## src/rtl/fe_pkg.sv

```systemverilog
// Front-end shared types: mnemonic enum (RV32I + M), decoded-entry struct, opcode constants.
// Pure declarations, no logic.
// Imported by the decoder and the decode stage.
package fe_pkg;

  typedef enum logic [5:0] {
    NULL = 6'd0,
    LUI, AUIPC, JAL, JALR,
    BEQ, BNE, BLT, BGE, BLTU, BGEU,
    LB, LH, LW, LBU, LHU,
    SB, SH, SW,
    ADDI, SLTI, SLTIU, XORI, ORI, ANDI, SLLI, SRLI, SRAI,
    ADD, SUB, SLL, SLT, SLTU, XOR, SRL, SRA, OR, AND,
    ECALL, EBREAK,
    MUL, MULH, MULHSU, MULHU, DIV, DIVU, REM, REMU
  } RV32I_INSTRUCTION_MNEMONIC_t;

  typedef struct packed {
    logic [31:0]                 pc;
    RV32I_INSTRUCTION_MNEMONIC_t mnemonic;
    logic [4:0]                  rs1;
    logic [4:0]                  rs2;
    logic [4:0]                  rd;
    logic [31:0]                 imm;
    logic                        illegal;
  } dec_entry_t;

  localparam logic [6:0] OPC_LUI    = 7'b0110111;
  localparam logic [6:0] OPC_AUIPC  = 7'b0010111;
  localparam logic [6:0] OPC_JAL    = 7'b1101111;
  localparam logic [6:0] OPC_JALR   = 7'b1100111;
  localparam logic [6:0] OPC_BRANCH = 7'b1100011;
  localparam logic [6:0] OPC_LOAD   = 7'b0000011;
  localparam logic [6:0] OPC_STORE  = 7'b0100011;
  localparam logic [6:0] OPC_OPIMM  = 7'b0010011;
  localparam logic [6:0] OPC_OP     = 7'b0110011;
  localparam logic [6:0] OPC_SYSTEM = 7'b1110011;

  localparam logic [6:0] F7_BASE = 7'b0000000;
  localparam logic [6:0] F7_ALT  = 7'b0100000;
  localparam logic [6:0] F7_MEXT = 7'b0000001;

endpackage

```

## src/rtl/rv32_decode_comb.sv

```systemverilog
// Combinational decode of one RV32 instruction word into a dec_entry_t.
// Latency: zero (pure combinational).
// Backpressure: none; the caller decides when the result is captured.
module rv32_decode_comb
  import fe_pkg::*;
#(
  parameter bit ENABLE_M = 1'b0
) (
  input  logic [31:0] instr_i,
  input  logic [31:0] pc_i,
  output dec_entry_t  dec_o
);

  logic [6:0]  opcode;
  logic [2:0]  f3;
  logic [6:0]  f7;
  logic [31:0] imm_i, imm_s, imm_b, imm_u, imm_j;

  assign opcode = instr_i[6:0];
  assign f3     = instr_i[14:12];
  assign f7     = instr_i[31:25];

  assign imm_i = {{20{instr_i[31]}}, instr_i[31:20]};
  assign imm_s = {{20{instr_i[31]}}, instr_i[31:25], instr_i[11:7]};
  assign imm_b = {{19{instr_i[31]}}, instr_i[31], instr_i[7], instr_i[30:25], instr_i[11:8], 1'b0};
  assign imm_u = {instr_i[31:12], 12'b0};
  assign imm_j = {{11{instr_i[31]}}, instr_i[31], instr_i[19:12], instr_i[20], instr_i[30:21], 1'b0};

  RV32I_INSTRUCTION_MNEMONIC_t mn;
  logic        use_rs1, use_rs2, use_rd, illegal;
  logic [31:0] imm;

  // Select mnemonic and which fields the format carries; NULL marks anything not recognised
  always_comb begin
    mn      = NULL;
    use_rs1 = 1'b0;
    use_rs2 = 1'b0;
    use_rd  = 1'b0;
    imm     = 32'd0;
    case (opcode)
      OPC_LUI:   begin mn = LUI;   use_rd = 1'b1; imm = imm_u; end
      OPC_AUIPC: begin mn = AUIPC; use_rd = 1'b1; imm = imm_u; end
      OPC_JAL:   begin mn = JAL;   use_rd = 1'b1; imm = imm_j; end
      OPC_JALR: begin
        if (f3 == 3'd0) mn = JALR;
        use_rs1 = 1'b1; use_rd = 1'b1; imm = imm_i;
      end
      OPC_BRANCH: begin
        case (f3)
          3'd0: mn = BEQ;
          3'd1: mn = BNE;
          3'd4: mn = BLT;
          3'd5: mn = BGE;
          3'd6: mn = BLTU;
          3'd7: mn = BGEU;
          default: mn = NULL;
        endcase
        use_rs1 = 1'b1; use_rs2 = 1'b1; imm = imm_b;
      end
      OPC_LOAD: begin
        case (f3)
          3'd0: mn = LB;
          3'd1: mn = LH;
          3'd2: mn = LW;
          3'd4: mn = LBU;
          3'd5: mn = LHU;
          default: mn = NULL;
        endcase
        use_rs1 = 1'b1; use_rd = 1'b1; imm = imm_i;
      end
      OPC_STORE: begin
        case (f3)
          3'd0: mn = SB;
          3'd1: mn = SH;
          3'd2: mn = SW;
          default: mn = NULL;
        endcase
        use_rs1 = 1'b1; use_rs2 = 1'b1; imm = imm_s;
      end
      OPC_OPIMM: begin
        case (f3)
          3'd0: mn = ADDI;
          3'd2: mn = SLTI;
          3'd3: mn = SLTIU;
          3'd4: mn = XORI;
          3'd6: mn = ORI;
          3'd7: mn = ANDI;
          3'd1: mn = (f7 == F7_BASE) ? SLLI : NULL;
          3'd5: mn = (f7 == F7_BASE) ? SRLI : ((f7 == F7_ALT) ? SRAI : NULL);
          default: mn = NULL;
        endcase
        use_rs1 = 1'b1; use_rd = 1'b1; imm = imm_i;
      end
      OPC_OP: begin
        if (f7 == F7_BASE) begin
          case (f3)
            3'd0: mn = ADD;
            3'd1: mn = SLL;
            3'd2: mn = SLT;
            3'd3: mn = SLTU;
            3'd4: mn = XOR;
            3'd5: mn = SRL;
            3'd6: mn = OR;
            default: mn = AND;
          endcase
        end else if (f7 == F7_ALT) begin
          if (f3 == 3'd0)      mn = SUB;
          else if (f3 == 3'd5) mn = SRA;
        end else if (ENABLE_M && (f7 == F7_MEXT)) begin
          case (f3)
            3'd0: mn = MUL;
            3'd1: mn = MULH;
            3'd2: mn = MULHSU;
            3'd3: mn = MULHU;
            3'd4: mn = DIV;
            3'd5: mn = DIVU;
            3'd6: mn = REM;
            default: mn = REMU;
          endcase
        end
        use_rs1 = 1'b1; use_rs2 = 1'b1; use_rd = 1'b1;
      end
      OPC_SYSTEM: begin
        if (instr_i == 32'h0000_0073)      mn = ECALL;
        else if (instr_i == 32'h0010_0073) mn = EBREAK;
      end
      default: mn = NULL;
    endcase
  end

  // Illegal entries carry only the PC; every other field is forced to zero
  always_comb begin
    illegal        = (mn == NULL);
    dec_o.pc       = pc_i;
    dec_o.mnemonic = mn;
    dec_o.illegal  = illegal;
    dec_o.rs1      = (use_rs1 && !illegal) ? instr_i[19:15] : 5'd0;
    dec_o.rs2      = (use_rs2 && !illegal) ? instr_i[24:20] : 5'd0;
    dec_o.rd       = (use_rd  && !illegal) ? instr_i[11:7]  : 5'd0;
    dec_o.imm      = illegal ? 32'd0 : imm;
  end

endmodule

```

## src/rtl/rv32_decode_stage.sv

```systemverilog
// Registered RV32 decode stage: decoder feeding a main/skid two-entry buffer plus illegal counter.
// Latency: one cycle from acceptance to out_valid.
// Backpressure: skid entry absorbs one word when out_ready drops; in_ready falls the cycle after.
module rv32_decode_stage
  import fe_pkg::*;
#(
  parameter bit ENABLE_M  = 1'b0,
  parameter int ILL_CNT_W = 16
) (
  input  logic                        clk,
  input  logic                        rst,
  input  logic                        flush,
  input  logic                        in_valid,
  output logic                        in_ready,
  input  logic [31:0]                 in_instr,
  input  logic [31:0]                 in_pc,
  output logic                        out_valid,
  input  logic                        out_ready,
  output logic [31:0]                 out_pc,
  output RV32I_INSTRUCTION_MNEMONIC_t out_mnemonic,
  output logic [4:0]                  out_rs1,
  output logic [4:0]                  out_rs2,
  output logic [4:0]                  out_rd,
  output logic [31:0]                 out_imm,
  output logic                        out_illegal,
  output logic [ILL_CNT_W-1:0]        illegal_count
);

  dec_entry_t dec;

  rv32_decode_comb #(.ENABLE_M(ENABLE_M)) u_decode (
    .instr_i (in_instr),
    .pc_i    (in_pc),
    .dec_o   (dec)
  );

  dec_entry_t           main_q, main_d, skid_q, skid_d;
  logic                 main_vld_q, main_vld_d, skid_vld_q, skid_vld_d;
  logic [ILL_CNT_W-1:0] cnt_q, cnt_d;
  logic                 accept, consume;

  assign in_ready = !skid_vld_q;
  assign accept   = in_valid && in_ready;
  assign consume  = main_vld_q && out_ready;

  // Buffer next state: refill main from skid first, else from the decoder; park in skid when main is held
  always_comb begin
    main_d     = main_q;
    skid_d     = skid_q;
    main_vld_d = main_vld_q;
    skid_vld_d = skid_vld_q;
    if (flush) begin
      main_vld_d = 1'b0;
      skid_vld_d = 1'b0;
    end else if (!main_vld_q || out_ready) begin
      if (skid_vld_q) begin
        main_d     = skid_q;
        main_vld_d = 1'b1;
        skid_vld_d = 1'b0;
      end else begin
        main_vld_d = accept;
        if (accept) main_d = dec;
      end
    end else if (accept) begin
      skid_d     = dec;
      skid_vld_d = 1'b1;
    end
  end

  // Count consumed illegal entries, holding at all-ones; a consume in a flush cycle still counts
  always_comb begin
    cnt_d = cnt_q;
    if (consume && main_q.illegal && (cnt_q != {ILL_CNT_W{1'b1}}))
      cnt_d = cnt_q + {{(ILL_CNT_W-1){1'b0}}, 1'b1};
  end

  // State registers, cleared asynchronously
  always_ff @(posedge clk or posedge rst) begin
    if (rst) begin
      main_q     <= '0;
      skid_q     <= '0;
      main_vld_q <= 1'b0;
      skid_vld_q <= 1'b0;
      cnt_q      <= '0;
    end else begin
      main_q     <= main_d;
      skid_q     <= skid_d;
      main_vld_q <= main_vld_d;
      skid_vld_q <= skid_vld_d;
      cnt_q      <= cnt_d;
    end
  end

  assign out_valid     = main_vld_q;
  assign out_pc        = main_q.pc;
  assign out_mnemonic  = main_q.mnemonic;
  assign out_rs1       = main_q.rs1;
  assign out_rs2       = main_q.rs2;
  assign out_rd        = main_q.rd;
  assign out_imm       = main_q.imm;
  assign out_illegal   = main_q.illegal;
  assign illegal_count = cnt_q;

endmodule
```

## config.mk

```make
export PLATFORM = sky130hd
export DESIGN_NAME = rv32_decode_stage
export DESIGN_NICKNAME = d
export VERILOG_FILES = /design/src/rtl/fe_pkg.sv /design/src/rtl/rv32_decode_comb.sv /design/src/rtl/rv32_decode_stage.sv
export SDC_FILE = /design/constraint.sdc
export NUM_CORES = 1
export LEC_CHECK = 0
export BUFFER_PORTS_ARGS = -buffer_cell sky130_fd_sc_hd__buf_2
export CORE_MARGIN = 2
export CORE_UTILIZATION = 55
export CTS_CLUSTER_DIAMETER = 40
export CTS_CLUSTER_SIZE = 20
export DETAILED_ROUTE_END_ITERATION = 10
export PLACE_DENSITY_LB_ADDON = 0.05
export SETUP_SLACK_MARGIN = 0.15
export SLEW_MARGIN = 0
export SYNTH_ARGS = -nofsm -noshare
export SYNTH_HDL_FRONTEND = slang
export SYNTH_SLANG_ARGS = --single-unit
export TNS_END_PERCENT = 1
```

## constraint.sdc

```tcl
create_clock -name clk -period 6.4 [get_ports clk]
set_clock_uncertainty 0.05 [all_clocks]
set_input_delay 0.64 -clock clk [delete_from_list [all_inputs] [get_ports clk]]
set_output_delay 0.64 -clock clk [all_outputs]
set_load 0.005 [all_outputs]
```

; ---- After elaboration in Yosys (flattened, before gate mapping)
; Index checks and enable logic that the tools add are counted.
[word_totals]
elab_cells = 97
reg_bits = 190
[op_classes]
muxes = 32
bitwise_logic = 2
n_eq_ne = 21
addsub = 1
reduce_logical = 24
[ops]
columns = op, count
row1 = $mux 86, 2
row2 = $pmux 32 s5, 1
row3 = $pmux 6 s10, 1
row4 = $pmux 6 s8, 1
row5 = $mux 6, 7
row6 = $pmux 6 s7, 1
row7 = $eq 32x21->1 const B, 1
row8 = $eq 32x7->1 const B, 1
row9 = $mux 32, 1
row10 = $eq 7x6->1 const B, 4
row11 = $eq 7x7->1 const B, 4
row12 = $mux 5, 5
row13 = $pmux 4 s6, 1
row14 = $pmux 4 s5, 1
row15 = $add 16x1->16 const B, 1
row16 = $ne 16x16->1 const B, 1
row17 = $pmux 5 s3, 1
row18 = $eq 7x5->1 const B, 2
row19 = $eq 3x3->1 const B, 4
row20 = $mux 1, 9
row21 = $eq 7x2->1 const B, 1
row22 = $logic_and 1x1->1, 7
row23 = $logic_not 7->1, 1
row24 = $reduce_or 7->1, 1
row25 = other kinds (14), 21

; ---- Logic depth before layout (Yosys ltp)
; Gate-level depths: netlist (run 1).
[logic_depth]
ltp_word = 12
mapped_depth = 12

; ---- Modules after synthesis
; From an unflattened synthesis (run 1), not the netlist that was laid out.
[hier_totals]
hier_cells = 936
hier_area_um2 = 9621.7
[modules_own_cells]
columns = mod, cells_each, n_inst, area_per_inst_um2
row1 = rv32_decode_stage, 643, 1, 7971.4
row2 = rv32_decode_comb, 293, 1, 1650.3

; ---- Worst setup path after synthesis (run 1)
; Ideal clock, no wire load.
[synth_path]
path_kind = input -> register
start = input in_instr[3]
end = register main_q (netlist bit out_imm[18])
path_slack_ns = 3.582
path_buffers = 4
stages = 11
arrival_ns = 2.672
t_required_ns = 6.254
path_cell_list = buf_6 > or2_4 > or3b_4 > a211oi_1 > nor3_1 > and4_1 > and4_1 > buf_6 > buf_6 > buf_6 > o31ai_1
[synth_via]
elab_chain_cells = 8
elab_cells_between_ends = 22
classes_between = eq/ne (12) / mux (7) / reduce/logical (3)
[synth_lines]
columns = element, line_no
row1 = from (decl), rv32_decode_stage.sv:15  ; input logic [31:0] in_instr,
row2 = $eq 32x21->1, rv32_decode_comb.sv:125  ; else if (instr_i == 32'h0010_0073) mn = EBREAK;
row3 = $mux 6, rv32_decode_comb.sv:125
row4 = $mux 6, rv32_decode_comb.sv:124  ; if (instr_i == 32'h0000_0073) mn = ECALL;
row5 = $pmux 6 s10, rv32_decode_comb.sv:40  ; case (opcode)
row6 = $logic_not 6->1, rv32_decode_comb.sv:133  ; illegal = (mn == NULL);
row7 = $mux 32 (*), rv32_decode_comb.sv:140  ; dec_o.imm = illegal ? 32'd0 : imm;
row8 = $mux 86 (*), rv32_decode_stage.sv:62  ; if (accept) main_d = dec;
row9 = $mux 86 (*), rv32_decode_stage.sv:56  ; if (skid_vld_q) begin
row10 = to (signal assigned), rv32_decode_stage.sv:86  ; main_q <= main_d;
row11 = to (decl), rv32_decode_stage.sv:37  ; dec_entry_t main_q, main_d, skid_q, skid_d;
; Mark *: on every way between the ends. The rest lies on a longest branch, timed or not. The select of a mux whose other input is x is not followed.
; A chain may end at the register's enable or synchronous reset.

; ---- Worst setup path after layout (run 1)
[layout_path]
start = register skid_vld_q
end = register main_q (netlist bit out_imm[30])
[layout_via]
elab_chain_cells = 4
elab_cells_between_ends = 5
classes_between = mux (1) / reduce/logical (4)
[layout_lines]
columns = element, line_no
row1 = from (decl), rv32_decode_stage.sv:38  ; logic main_vld_q, main_vld_d, skid_vld_q, skid_vld_d;
row2 = from (signal assigned), rv32_decode_stage.sv:89  ; skid_vld_q <= skid_vld_d;
row3 = $logic_not 1->1, rv32_decode_stage.sv:42  ; assign in_ready = !skid_vld_q;
row4 = $logic_and 1x1->1, rv32_decode_stage.sv:43  ; assign accept = in_valid && in_ready;
row5 = $reduce_bool 2->1 (no line), -
row6 = $reduce_and 3->1 (no line), -
; Several ways; a longest one is shown, not always the timed one.

==> results of run 1 <==
-- synthesized netlist by cell type (8+ instances only) --
library cell,n,area (µm²)
a21oi_1,76,380
and3_1,52,325
buf_1,8,30.0
clkbuf_1,56,210
dfrtp_1,190,4750
inv_1,10,37.5
mux2i_1,34,340
nand2_1,213,800
nand3_1,47,235
nand4_1,10,62.6
nor2_1,22,82.6
nor3_1,14,70.1
o21ai_0,89,445
o31ai_1,45,338
o31ai_2,8,100
or3_1,8,50.1
xnor2_1,12,105
-- metal layers --
metal / routed length (µm) / vias up
met1: 11000 / 3743
met2: 11100 / 241
met3: 1300 / 28
met5: 0 / -
met4: 390 / 0
li1: - / 3735
-- worst min path at each step --
stage / from / to / slack [ps] / depth (start not counted)
finish: rst / out_pc[7] / 310 / 2
global route: in_pc[17] / skid_q[71] / 360 / 3
CTS: in_pc[6] / skid_q[60] / 350 / 3
detailed placement: skid_q[25] / skid_q[25] / 410 / 2
global placement: skid_q[24] / skid_q[24] / 400 / 2
floorplan: skid_q[13] / skid_q[13] / 390 / 2
-- logic make-up (layout without fill, tap and decap cells) --
family | Yosys count | after routing | synth area share [%]
XOR/XNOR | 17 | 17 | 1.63
flip-flops | 190 | 190 | 51.9
AND/OR/NAND/NOR | 405 | 405 | 21.0
adder cells (fa/ha/maj) | 1 | 1 | 0.137
multiplexers | 38 | 38 | 4.21
AO/OA/AOI/OAI | 251 | 251 | 16.6
buffers and inverters | 92 | 221 | 4.52
-- metrics by stage --
stage	instance area (µm²)	total power, µW	cells
after floorplan	9160	1560	994
after global placement	10000	1690	1312
after detailed placement	10000	1700	1312
after CTS	10600	2700	1343
after global routing	10600	2790	1343
final	10600	2680	1343
-- flip-flops by register name (all words and copies together), names as in the netlist, 5 cells and up --
register,count
out_rs1,5
skid_q,86
out_rs2,5
illegal_count,16
out_imm,32
out_pc,32
out_mnemonic,6
out_rd,5
-- worst reg2reg max path, stage by stage (launching register included) --
cell     delay [ps]
dfrtp_4         800
nor2_1          170
nor2_1          240
and2_1          170
buf_4           450
nand2_1         820
o31ai_1         510
-- power by group through the flow --
stage               logic, µW  registers [µW]  clock network [µW]
floorplan                 184            1380                   0
global placement          306            1380                   0
detailed placement        315            1380                   0
CTS                       316            1360                1020
global route              352            1380                1060
finish                    313            1360                1000
-- final cells by class --
cell class,instances,share of cell area [%]
Sequential cell,190,45.1
Multi-Input combinational cell,712,38.0
Timing Repair Buffer,180,8.73
Clock buffer,19,4.10
Tap cell,220,2.61
Clock inverter,12,1.06
Inverter,10,0.427
==> run metrics, run 1 <==
grt met2 use 42.8%; GRT overflow 0; Leak 0.00512 µW; status completed; CP startpoint kind flip-flop; clk_lat worst skew 440 ps; vias in the first global route 7266; DP HPWL 15200 µm; part of the power in registers 50.8%; commonest non-fill, non-tap cell in the layout nand2_1; Mapped Nets 1064; WP data arrival 3590 ps; Storage cell area 4760 µm²; worst endpoint required time 6660 ps; minimum clock period 3330 ps; num rows 47; setup slack, reg-to-reg 3070 ps; Async SR Flop Fraction 100%; clock sink count 190; critical-path maximum fanout 56; Critical Path Start skid_vld_q; Die Y-Extent 133 µm; gr usage total 27.5%; Psw 726 µW; Util after Layout 64.3%; CTS Buffer Depth 2; clock transition at the registers of the reported paths 70 ps; Post-Syn Area 9160 µm²; GRT busiest layer met2; crit path to out_imm[30]; share of cells above drive strength 1 21.1%; critical path class flip-flop to flip-flop; Fin Setup TNS 0 ps; area of the multi-input gates 4010 µm²; crit-path cells nor2_1 > nor2_1 > and2_1 > buf_4 > nand2_1 > o31ai_1; Max Fclk 0.300 GHz; Post-CTS Setup Bufs 0; Critical Path Most Common Cell nor2_1; dominant synthesized flop cell dfrtp_1; drt first-iter violations 671; Die Wd 133 µm; post-synthesis cell type count 56; core area 16400 µm²; first-pass GRT wire length 38700 µm; n_diodes 0; worst hold path class input pin to asynchronous set/reset pin; # setup viols final 0; R2R Path End out_imm[30]; Die ar. 17700 µm²; H-tree depth 4; Buf/Inv on CP 1; nets 1181; drt drc 0; CTS tree done; Worst path depth 6; Slew Viols, Final 0; Worst Tran Pin Value 1210 ps; sequential-to-total area share from yosys stat 51.9%; sw frac 27.1%; RD Place Congestion 0.983; Mapped Cells 994; met1 Use GR 40.0%; commonest cells after routing, fill and taps aside nand2_1, dfrtp_1, buf_2, o21ai_0, a21oi_1; via total after detailed routing 7747; Starting Density 55.8%; delay of the slowest critical-path stage 820 ps; WHS 307 ps; Hold Violations, Final 0; Clk Tree Root Cell clkbuf_16; number of fill cells 1434; Clock power frac 37.5%; Critical R2R Launch skid_vld_q; Synth-to-Final Area Change 15.2%; nature of the critical path endpoint flip-flop; largest net degree at the start of global routing 126; final worst-path cycle share 52.0%; internal power 1950 µW; Comb pwr share 11.7%; final wirelength 23800 µm; IO Count 173; post-route ant nets 0; unrepaired setup endpoints after global routing false; Power Density 254 nW/µm²; FF-to-FF path depth 6; Post-synth EDFFs 0; max_cap viols 0; worst vdd ir 0.000187 V; setup slack after layout 3070 ps; Yosys reg bits 190; Pre-antenna DRT Iters 5; WL per Instance 17.7 µm; synth warn 0; post-CTS sizing 0; met3 usage 4.64%; dpl ws 2710 ps; Crit path max-delay family simple AND/OR/NAND/NOR gates; via/cell ratio 5.77; total CTS buffers 17; critical path's slowest cell nand2_1; PortBufs 172; initial antenna violation count 0; Post-Syn Area per Cell 9.22 µm²; hold_buf cts 0; Slew HR 19.4%
Power figures use the tool's default switching activity.
==> inputs of run 2 (changes only) <==
- CORE_UTILIZATION: 55 -> 50
- clock period: 6.4 -> 2.8 ns (I/O delays scaled with it)
==> run metrics, run 2 (same netlist as run 1, synthesis figures left out) <==
gr usage total 26.1%; setup slack after layout 514 ps; IO Count 173; clk_lat worst skew 420 ps; H-tree depth 4; Util after Layout 62.5%; Clk Tree Root Cell clkbuf_16; drt first-iter violations 532; n_diodes 0; via/cell ratio 5.62; crit-path cells buf_2 > or4_1 > nor4_2 > nand4b_1 > and4_1 > and4_2 > buf_12 > a221o_1; PnR Total Power 6340 µW; max_cap viols 0; critical path class input pin to flip-flop; Hold Violations, Final 0; CTS Buffer Depth 2; setup slack, reg-to-reg 750 ps; met1 Use GR 38.1%; drt drc 0; delay of the slowest critical-path stage 580 ps; Slew Viols, Final 0; max reg flops 86; share of cells above drive strength 1 23.7%; GRT busiest layer met2; Worst Tran Pin Value 682 ps; Synth-to-Final Area Change 22.6%; WP data arrival 2550 ps; Most flops, register skid_q; GRT overflow 0; Starting Density 51.0%; Fin Setup TNS 0 ps; WL per Instance 17.6 µm; minimum clock period 2290 ps; # setup viols final 0; Max Fclk 0.437 GHz; initial antenna violation count 0; total CTS buffers 17; dpl ws 73.1 ps; worst endpoint required time 3060 ps; Die Y-Extent 139 µm; met3 usage 5.06%; CP startpoint kind input pin; clock transition at the registers of the reported paths 80 ps; DP HPWL 16700 µm; nature of the critical path endpoint flip-flop; Post-CTS Setup Bufs 0; post-route ant nets 0; clock sink count 190; worst hold path class input pin to flip-flop; WHS 15.7 ps; Die ar. 19400 µm²; commonest non-fill, non-tap cell in the layout nand2_1; PortBufs 172; Slew HR 54.2%; grt met2 use 40.1%; core area 18000 µm²; vias in the first global route 7734; unrepaired setup endpoints after global routing false; Power Density 564 nW/µm²; largest net degree at the start of global routing 121; CTS tree done; commonest cells after routing, fill and taps aside nand2_1, dfrtp_1, buf_2, o21ai_0, a21oi_1; first-pass GRT wire length 41300 µm; worst vdd ir 0.000526 V; critical path's slowest cell or4_1; Pre-antenna DRT Iters 5; critical-path maximum fanout 19; Die Wd 139 µm; num rows 49; RD Place Congestion 0.912; final worst-path cycle share 81.7%; final wirelength 24900 µm; Leak 0.00549 µW; via total after detailed routing 7970; status completed; nets 1245
run 2: per-layer routing:
metal / vias up / share of wire, %
met4: 0 / 1.9
met5: - / 0
met3: 33 / 5.4
met1: 3850 / 47
li1: 3860 / -
met2: 227 / 45
run 2: cell type report:
| cell class | instances | area (µm²) |
|---|---|---|
| clock inverters | 13 | 150 |
| fillers | 1613 | 6730 |
| well taps | 229 | 287 |
| flip-flops and latches | 190 | 4760 |
| inverters | 10 | 41.3 |
| clock buffers | 19 | 443 |
| repair buffers | 244 | 1540 |
| multi-input cells | 712 | 4010 |
run 2: critical path: cells and delay by family:
kind	cells	cell delay (ps)
buffers and inverters	2	280
AND/OR/NAND/NOR	5	1690
AO/OA/AOI/OAI	1	280
run 2: where the power goes:
group | switching, µW | total [µW] | leakage [µW] | internal [µW]
Clock | 1150 | 2440 | 0.000290 | 1300
Combinational | 462 | 788 | 0.00266 | 326
Sequential | 139 | 3110 | 0.00254 | 2970
Total | 1750 | 6340 | 0.00549 | 4590
run 2: through the flow:
stage,cells,cell area [µm²]
global route,1417,11200
global placement,1363,10400
detailed placement,1363,10400
floorplan,994,9160
CTS,1417,11200
finish,1417,11200
run 2: repair_timing:
action / CTS / global route
resized for setup: 0 / 0
hold endpoints to repair: 41 / 0
hold buffers: 22 / 0
run 2: path summary, 6_finish.rpt:
kind / from / endpoint / depth (start not counted)
setup / recovery: in_instr[7] / out_illegal / 8
hold / removal: in_pc[8] / skid_q[62] / 3
setup reg to reg: skid_vld_q / out_imm[31] / 7
hold reg to reg: skid_q[25] / skid_q[25] / 2
max in group asynchronous: rst / out_rs1[2] / 4
min in group asynchronous: rst / skid_q[62] / 3
==> inputs of run 3 (changes only) <==
- CORE_UTILIZATION: 50 -> 55
- clock period: 2.8 -> 2.35 ns (I/O delays scaled with it)
==> run metrics, run 3 (same netlist as run 1, synthesis figures left out) <==
clk_lat worst skew 440 ps; Psw 2080 µW; Clock power frac 38.2%; status completed; commonest non-fill, non-tap cell in the layout nand2_1; core area 16400 µm²; first-pass GRT wire length 41900 µm; gr usage total 29.9%; Buf/Inv on CP 2; Post-CTS Setup Bufs 0; number of fill cells 1268; WP data arrival 2390 ps; num rows 47; clock transition at the registers of the reported paths 70 ps; Hold Path Cell Cnt 3; final worst-path cycle share 91.1%; Clk Tree Root Cell clkbuf_16; post-route ant nets 0; CTS tree done; critical path class input pin to flip-flop; clock sink count 190; drt drc 0; n_diodes 0; nets 1313; Slew Viols, Final 0; Worst Tran Pin Value 675 ps; Critical R2R Launch skid_vld_q; max_cap viols 0; fin area 11900 µm²; Critical Path Start in_instr[14]; final wirelength 26200 µm; Synth-to-Final Area Change 29.7%; crit-path cells buf_2 > xor2_1 > o32ai_1 > and3_1 > or4_1 > a211oi_2 > and4_4 > buf_12 > o21ai_0; H-tree depth 4; minimum clock period 2140 ps; Die ar. 17700 µm²; IO Count 173; WL per Instance 17.7 µm; drt first-iter violations 610; Crit path max-delay family simple AND/OR/NAND/NOR gates; PortBufs 172; initial antenna violation count 0; PnR Total Power 7710 µW; Worst path depth 9; vias in the first global route 8078; critical path's slowest cell or4_1; internal power 5630 µW; Leak 0.00583 µW; commonest cells after routing, fill and taps aside nand2_1, dfrtp_1, buf_2, buf_4, o21ai_0; placed inst area 10900 µm²; part of the power in registers 48.2%; Starting Density 55.8%; met2 WL 12500 µm; Util after Layout 72.4%; Pre-antenna DRT Iters 6; CP startpoint kind input pin; share of cells above drive strength 1 27.5%; total CTS buffers 17; # setup viols final 0; FF-to-FF path depth 7; setup slack after layout 209 ps; GRT overflow 0; Slew HR 55.0%; unrepaired setup endpoints after global routing true; highest routed layer met4; sw frac 27.0%; Max Fclk 0.467 GHz; Fin Setup TNS 0 ps; via total after detailed routing 8365; Die Y-Extent 133 µm; worst vdd ir 0.000484 V; met1 WL 12000 µm; nature of the critical path endpoint flip-flop; max reg flops 86; DP HPWL 17300 µm; RD Place Congestion 0.884; CTS Buffer Depth 2; Die Wd 133 µm; critical-path maximum fanout 37; delay of the slowest critical-path stage 510 ps; Hold Violations, Final 0; met3 WL 1290 µm; worst hold path class input pin to flip-flop; Hold Startpoint in_instr[23]; dpl ws -421 ps; Comb pwr share 13.6%; Most flops, register skid_q; worst endpoint required time 2600 ps; Power Density 649 nW/µm²; via/cell ratio 5.67; largest net degree at the start of global routing 121
-- run 3: cell types whose count changed in the layout (fill, tap and decap cells not counted), sizes merged --
| cell | change |
|---|---|
| clkbuf | +2 |
| buf | +55 |
| clkinv | -5 |
| bufinv | +1 |
| dlygate4sd3 | +12 |
| clkinvlp | +3 |
-- run 3: layout make-up --
class                      instances  area [µm²]  area share [%]
sequential                       190        4760            40.0
multi-input combinational        712        4050            34.0
timing repair buffer             312        2170            18.2
clock buffer                      20         447            3.76
tap                              220         275            2.32
clock inverter                    12         148            1.24
inverter                          10        41.3           0.347
-- run 3: power groups by stage --
stage	logic [µW]	registers, µW	clock network [µW]
finish	1050	3710	2950
global route	1170	3750	3100
CTS	1040	3710	2970
detailed placement	992	3770	0
global placement	966	3760	0
floorplan	501	3750	0
-- run 3: tightest hold or removal path, stage by stage --
cell and delay [ps]:
buf_2 150, nand3_1 70, o21ai_0 60
-- run 3: what timing repair did --
action / CTS / global route
hold buffers: 34 / 0
cloned: 0 / 1
gates resized for setup: 2 / 9
endpoints found under the setup margin: 52 / 102
endpoints found under the hold margin: 108 / 0
-- run 3: final timing paths --
check / end / slack (ps)
min in group asynchronous: out_pc[4] / 440
max reg2reg: out_imm[27] / 260
max: out_imm[10] / 210
min: out_rs2[3] / 80
min reg2reg: skid_q[10] / 420
max in group asynchronous: out_imm[3] / 1230
-- run 3: per-stage QoR --
stage | hold slack [ps] | instances
detailed placement | 373 | 1409
finish | 82.8 | 1476
global route | 78.0 | 1476
floorplan | 248 | 994
CTS | 64.4 | 1475
global placement | 364 | 1409
-- run 3: routing by layer --
metal,vias to the layer above,GRT usage (%)
met5,-,0
met4,0,7.77
met3,32,4.87
met2,288,47.6
met1,4049,43.0
li1,3996,-
